File: src/rtl/qif_spike_monitor.sv
// qif_spike_monitor: spike edge detector, windowed firing-rate counter
// and inter-spike-interval (ISI) meter for the QIF neuron spike output.
//
// Ports:
//   clk        in   system clock, rising edge
//   rst_n      in   synchronous active-low reset
//   ena        in   monitor enable
//   spike_in   in   neuron spike level (may be held high)
//   win_len    in   [WIN_W-1:0] window length, sampled at window start
//   rate_out   out  [CNT_W-1:0] spike count of last completed window
//   rate_valid out  one-cycle strobe on rate_out update
//   isi_out    out  [ISI_W-1:0] last measured ISI in cycles
//   isi_valid  out  one-cycle strobe on isi_out update
//   burst_out  out  burst flag
//
// Optional feature macro: QIF_MON_BURST_EN
//   defined   : burst_out <= (isi <= BURST_ISI) on every isi_valid
//   undefined : burst_out tied to 0, no comparator

module qif_spike_monitor #(
   parameter int CNT_W     = 8,
   parameter int WIN_W     = 16,
   parameter int ISI_W     = 12,
   parameter int BURST_ISI = 4
) (
   input  logic             clk,
   input  logic             rst_n,
   input  logic             ena,
   input  logic             spike_in,
   input  logic [WIN_W-1:0] win_len,
   output logic [CNT_W-1:0] rate_out,
   output logic             rate_valid,
   output logic [ISI_W-1:0] isi_out,
   output logic             isi_valid,
   output logic             burst_out
);

   typedef enum logic {
      IDLE,
      COUNT
   } state_t;

   localparam logic [CNT_W-1:0] CNT_MAX = '1;
   localparam logic [CNT_W-1:0] CNT_ONE = CNT_W'(1);
   localparam logic [WIN_W-1:0] WIN_ONE = WIN_W'(1);
   localparam logic [ISI_W-1:0] ISI_MAX = '1;
   localparam logic [ISI_W-1:0] ISI_ONE = ISI_W'(1);

   state_t           state;
   logic             spike_q;
   logic             spk_edge;
   logic [WIN_W-1:0] wcnt;
   logic [CNT_W-1:0] count;
   logic [CNT_W-1:0] cnt_sum;
   logic             win_go;
   logic             win_stop;
   logic             has_ref;
   logic [ISI_W-1:0] isi_cnt;

   // ----------------------------------------------------------------
   // Rising-edge detect: a held-high spike produces a single edge.
   // ----------------------------------------------------------------
   always_ff @(posedge clk) begin
      if (!rst_n) begin
         spike_q <= 1'b0;
      end else begin
         spike_q <= spike_in;
      end
   end

   assign spk_edge = spike_in & ~spike_q;

   // Count including this cycle's edge, saturating at all-ones.
   always_comb begin
      cnt_sum = count;
      if (spk_edge && (count != CNT_MAX)) begin
         cnt_sum = count + CNT_ONE;
      end
   end

   assign win_go   = ena & (win_len != '0);
   assign win_stop = ~ena | (win_len == '0);

   // ----------------------------------------------------------------
   // Window FSM. wcnt holds the number of window cycles remaining,
   // including the current one, so wcnt==1 marks the last cycle.
   // The edge of the last cycle is folded into the published count,
   // and the next window starts on the following cycle with no gap.
   // ----------------------------------------------------------------
   always_ff @(posedge clk) begin
      if (!rst_n) begin
         state      <= IDLE;
         wcnt       <= '0;
         count      <= '0;
         rate_out   <= '0;
         rate_valid <= 1'b0;
      end else begin
         rate_valid <= 1'b0;
         unique case (state)
            IDLE: begin
               if (win_go) begin
                  state <= COUNT;
                  wcnt  <= win_len;
                  count <= '0;
               end
            end
            COUNT: begin
               if (win_stop) begin
                  // partial window is dropped silently
                  state <= IDLE;
                  count <= '0;
               end else if (wcnt == WIN_ONE) begin
                  rate_out   <= cnt_sum;
                  rate_valid <= 1'b1;
                  count      <= '0;
                  wcnt       <= win_len;
               end else begin
                  count <= cnt_sum;
                  wcnt  <= wcnt - WIN_ONE;
               end
            end
            default: begin
               state <= IDLE;
            end
         endcase
      end
   end

   // ----------------------------------------------------------------
   // ISI meter. isi_cnt restarts at 1 on the cycle after an edge, so
   // during a later edge cycle it equals the edge-to-edge distance.
   // It saturates rather than wraps for very long silences.
   // ----------------------------------------------------------------
   always_ff @(posedge clk) begin
      if (!rst_n) begin
         has_ref   <= 1'b0;
         isi_cnt   <= '0;
         isi_out   <= '0;
         isi_valid <= 1'b0;
      end else if (!ena) begin
         has_ref   <= 1'b0;
         isi_cnt   <= '0;
         isi_valid <= 1'b0;
      end else begin
         isi_valid <= spk_edge & has_ref;
         if (spk_edge) begin
            has_ref <= 1'b1;
            isi_cnt <= ISI_ONE;
            if (has_ref) begin
               isi_out <= isi_cnt;
            end
         end else if (isi_cnt != ISI_MAX) begin
            isi_cnt <= isi_cnt + ISI_ONE;
         end
      end
   end

   // ----------------------------------------------------------------
   // Burst flag: updated alongside isi_out, holds between updates.
   // ----------------------------------------------------------------
`ifdef QIF_MON_BURST_EN
   localparam logic [ISI_W-1:0] BURST_LIM = ISI_W'(BURST_ISI);

   always_ff @(posedge clk) begin
      if (!rst_n) begin
         burst_out <= 1'b0;
      end else if (!ena) begin
         burst_out <= 1'b0;
      end else if (spk_edge && has_ref) begin
         burst_out <= (isi_cnt <= BURST_LIM);
      end
   end
`else
   assign burst_out = 1'b0;
`endif

endmodule
File: config.mk
export PLATFORM = sky130hd
export DESIGN_NAME = qif_spike_monitor
export DESIGN_NICKNAME = d
export VERILOG_FILES = /design/src/rtl/qif_spike_monitor.sv
export SDC_FILE = /design/constraint.sdc
export NUM_CORES = 1
export LEC_CHECK = 0
export CAP_MARGIN = 10
export CORE_MARGIN = 4
export CORE_UTILIZATION = 40
export DETAILED_ROUTE_END_ITERATION = 8
export GPL_ROUTABILITY_DRIVEN = 0
export GPL_TIMING_DRIVEN = 0
export HOLD_SLACK_MARGIN = 0.03
export SLEW_MARGIN = 10
export SYNTH_ARGS = -nofsm -noshare
export SYNTH_HDL_FRONTEND = slang
export SYNTH_SLANG_ARGS = --single-unit
File: constraint.sdc
create_clock -name clk -period 3 [get_ports clk]
set_input_delay 0.6 -clock clk [delete_from_list [all_inputs] [get_ports clk]]
set_output_delay 0.6 -clock clk [all_outputs]
set_load 0.1 [all_outputs]
==> summary.md <==
| Metric | Value |
|---|---|
| Row cnt | 32 |
| Synth warn | 0 |
| Total power | between 1.5 and 2 mW |
| I/O Buffers | 41 |
| Initial antenna violation count | 0 |
| Critical Path Fanout Max | 10 |
| Placed Cells | 520 |
| TritonRoute pass-1 iters | 5 |
| Slew HR | 0.346 |
| CTS root buffer | clkbuf_8 |
| Static Leak | 1.41 nW |
| Netlist cell types | 67 |
| Clock transition at path regs | roughly 0.070 ns |
| Clock sinks | between 60 and 70 |
| RSZ-0062 raised after global routing | false |
| Final worst path period need | about 2.7 ns |
| Crit Reg-Reg Endpoint | wcnt[2]$_SDFFE_PN0P_ |
| Chip height | about 100 um |
| Seq/Total Area, Yosys | 0.381 |
| Worst slew pin tran | 0.978 ns |
| Crit path capture | count[1]$_SDFFE_PN0P_ |
| Max-Cap Viols | 0 |
| Seq pwr share | 0.470 |
| First-pass GRT wire length | about 14000 um |
| Synth Area per Inst | roughly 8.5 um^2 |
| Post-CTS Resized | 0 |
| Clock power share | 0.392 |
| Clk buf depth | 2 |
| Internal Power | between 1 and 1.5 mW |
| Clock latency on the worst-skew pair | 0.35 ns |
| Setup bufs post-CTS | 0 |
| Final Hold Viols | 0 |
| Number of flops mapped to enable cells by yosys | 0 |
| Max incr delay on CP | 0.75 ns |
| Setup crit end kind | register |
| Worst setup path start | win_len[11] |
| CP Launch Type | primary input |
| DR vias | 2979 |
| P_sw | between 0.5 and 0.6 mW |
| Total gr overflow | 0 |
| Post-synthesis cell area | 3210 um^2 |
| Worst min-delay path category | register to register |
| Drt wl/cell | 15.9 um |
| Post-synth ARST share | 0 |
| Initial Utilization | 0.413 |
| Fin cells | 536 |
| Initial drt markers | 135 |
| Pin count of the biggest net entering global routing | 12 |
| Area Overhead vs Synth | 22.9% |
| Core area | around 7800 um^2 |
| Register-to-register setup slack | a little over 0.6 ns |
| Period utilization | 0.905 |
| Vias per inst | 5.56 |
| Hold Buf Count CTS | 0 |
| Synthesized instance count | around 380 |
| # diodes | 0 |
| Final Util | 0.508 |
| Post-route ant nets | 0 |
| Vias in the first global route | 2749 |
| Setup CP Type | primary input to register |
| Overall routing resource usage | 0.183 |
| Critical R2R Launch | wcnt[7]$_SDFFE_PN0P_ |
| Critical Path AT | between 2 and 3 ns |
| Syn_nets | between 400 and 500 |
| Pre-CTS worst setup slack | -0.0286 ns |
| Synth Flop Type | dfxtp_1 |
| Clock skew | around 0.016 ns |
| R2R cell count | 6 |
| CP required | around 3.2 ns |
| CP cell instances | clkdlybuf4s50_1 -> or4_4 -> o41ai_4 -> a211oi_2 -> a32o_1 |
| Synthesized flop and latch total | between 60 and 70 |
| F_max | between 300 and 400 MHz |
| IR drop worst, VDD | ~0.26 mV |
| Post-synth top area share | 0.381 |
| Num CTS Buffers | 9 |
| Post-DP HPWL | approximately 6000 um |
| Status | finished clean |
| Post-Route WL | ~8500 um |
| Post-route DRC violation count | 0 |
| Hold slack final | ~0.45 ns |
| Horiz. Die Dim | ~98 um |
| Post-synth top area cell | dfxtp_1 |
| Switching Share | 0.287 |
| Slowest-stage cell, CP | o41ai_4 |
| Logic pwr share | 0.139 |
| Io pins | between 40 and 50 |
| Synth area leaders | dfxtp_1 38%, nand2_1 5.6%, a21oi_1 5.0% |
| H-tree levels | 3 |
| Clock tree from TritonCTS | done |
| Final worst slack | between 0.2 and 0.3 ns |
| PD cells | 463 nW/um^2 |
| Die ar. | ~9500 um^2 |
| Final Max Slew Viols | 0 |
| Layout cell share with drive strength beyond 1 | 0.129 |
| Final net count | roughly 450 |
| Final setup fails | 0 |
## cell families after synthesis
logic type / Yosys count / share of synthesized area
muxes: 17 / 0.0573
other: 1 / 0.00117
xor gates and xnor gates: 9 / 0.0246
DFF: 61 / 0.381
and+or+nand+nor: 171 / 0.289
adders and majority gates: 4 / 0.0156
AOI/OAI and AO/OA: 83 / 0.181
buffers and inverters: 31 / 0.0503
## worst min path at each step
stage,from,endpoint,depth (start not counted),slack [ns]
final,isi_out[8]$_SDFFE_PN0P_,isi_out[8]$_SDFFE_PN0P_,2,0.45
after global routing,isi_out[5]$_SDFFE_PN0P_,isi_out[5]$_SDFFE_PN0P_,2,0.47
after CTS,isi_out[5]$_SDFFE_PN0P_,isi_out[5]$_SDFFE_PN0P_,2,0.46
after detailed placement,isi_out[5]$_SDFFE_PN0P_,isi_out[5]$_SDFFE_PN0P_,2,0.45
after global placement,isi_out[7]$_SDFFE_PN0P_,isi_out[7]$_SDFFE_PN0P_,2,0.44
after floorplan,has_ref$_SDFFE_PN0P_,has_ref$_SDFFE_PN0P_,2,0.45
## critical path, delay by kind of cell
| family | cells | cell delay (ns) |
|---|---|---|
| buffers and inverters | 1 | 0.44 |
| AOI/OAI and AO/OA | 3 | 1.30 |
| and+or+nand+nor | 1 | 0.60 |
## registers in the layout, indices dropped and copies added (netlist names)
register / flops
count: 8
spike_q: 1
isi_cnt: 12
rate_out: 8
state: 1
wcnt: 16
isi_valid: 1
isi_out: 12
has_ref: 1
rate_valid: 1
## layer usage
| metal | GRT usage | wire length, um |
|---|---|---|
| met2 | 0.269 | 3660 |
| met1 | 0.255 | 4160 |
| met5 | 0 | 0 |
| met4 | 0.0767 | 178 |
| met3 | 0.0438 | 513 |
## cell usage after synthesis (all sizes together) (7+ instances only)
master and number:
mux2i 12, nand3 21, nor2 32, o21ai 12, inv 10, nand4 9
clkbuf 13, xnor2 7, a21oi 33, and3 7, nand2 48, nor3 20
buf 7, o22ai 7, dfxtp 61
## final cells by class
type                       instances  area, um^2
inverter                          11        41.3
buffer                            20         120
sequential                        61        1220
multi-input combinational        285        1830
clock inverter                     4        31.3
clock buffer                      12         165
tap                              102         128
timing repair buffer              41         410
fill                             758        3820
## per-stage QoR
step                      area, um^2  TNS [ns]
after global placement          3750   -0.0269
final                           3940         0
after detailed placement        3750   -0.0286
after CTS                       3940         0
after floorplan                 3210         0
after global routing            3940         0
## power by group through the flow
stage | Combinational [mW] | Sequential, mW | Clock, mW
2_1_floorplan | 0.171 | 0.871 | 0
3_3_place_gp | 0.251 | 0.875 | 0
3_5_place_dp | 0.251 | 0.876 | 0
4_1_cts | 0.252 | 0.857 | 0.737
5_1_grt | 0.276 | 0.860 | 0.778
6_report | 0.254 | 0.858 | 0.715
## cell usage in the layout, fill, tap and decap left out, types with 3 or more instances in the layout
| cell | n |
|---|---|
| or4_4 | 3 |
| clkbuf_1 | 12 |
| or3_1 | 5 |
| a32o_1 | 4 |
| ha_1 | 4 |
| nor3_1 | 18 |
| and3_1 | 7 |
| clkdlybuf4s50_1 | 41 |
| buf_4 | 3 |
| xnor2_1 | 7 |
| o21ai_0 | 11 |
| mux2i_1 | 12 |
| a21oi_1 | 32 |
| nor4_1 | 3 |
| nand2_1 | 48 |
| a31oi_1 | 6 |
| nor2_1 | 32 |
| mux2_2 | 3 |
| clkbuf_8 | 13 |
| inv_1 | 10 |
| nand4_1 | 8 |
| clkinvlp_4 | 3 |
| nand3_1 | 19 |
| dfxtp_1 | 61 |
| o22ai_1 | 7 |
| buf_6 | 3 |
No activity file was read; power rests on OpenSTA's default activity.
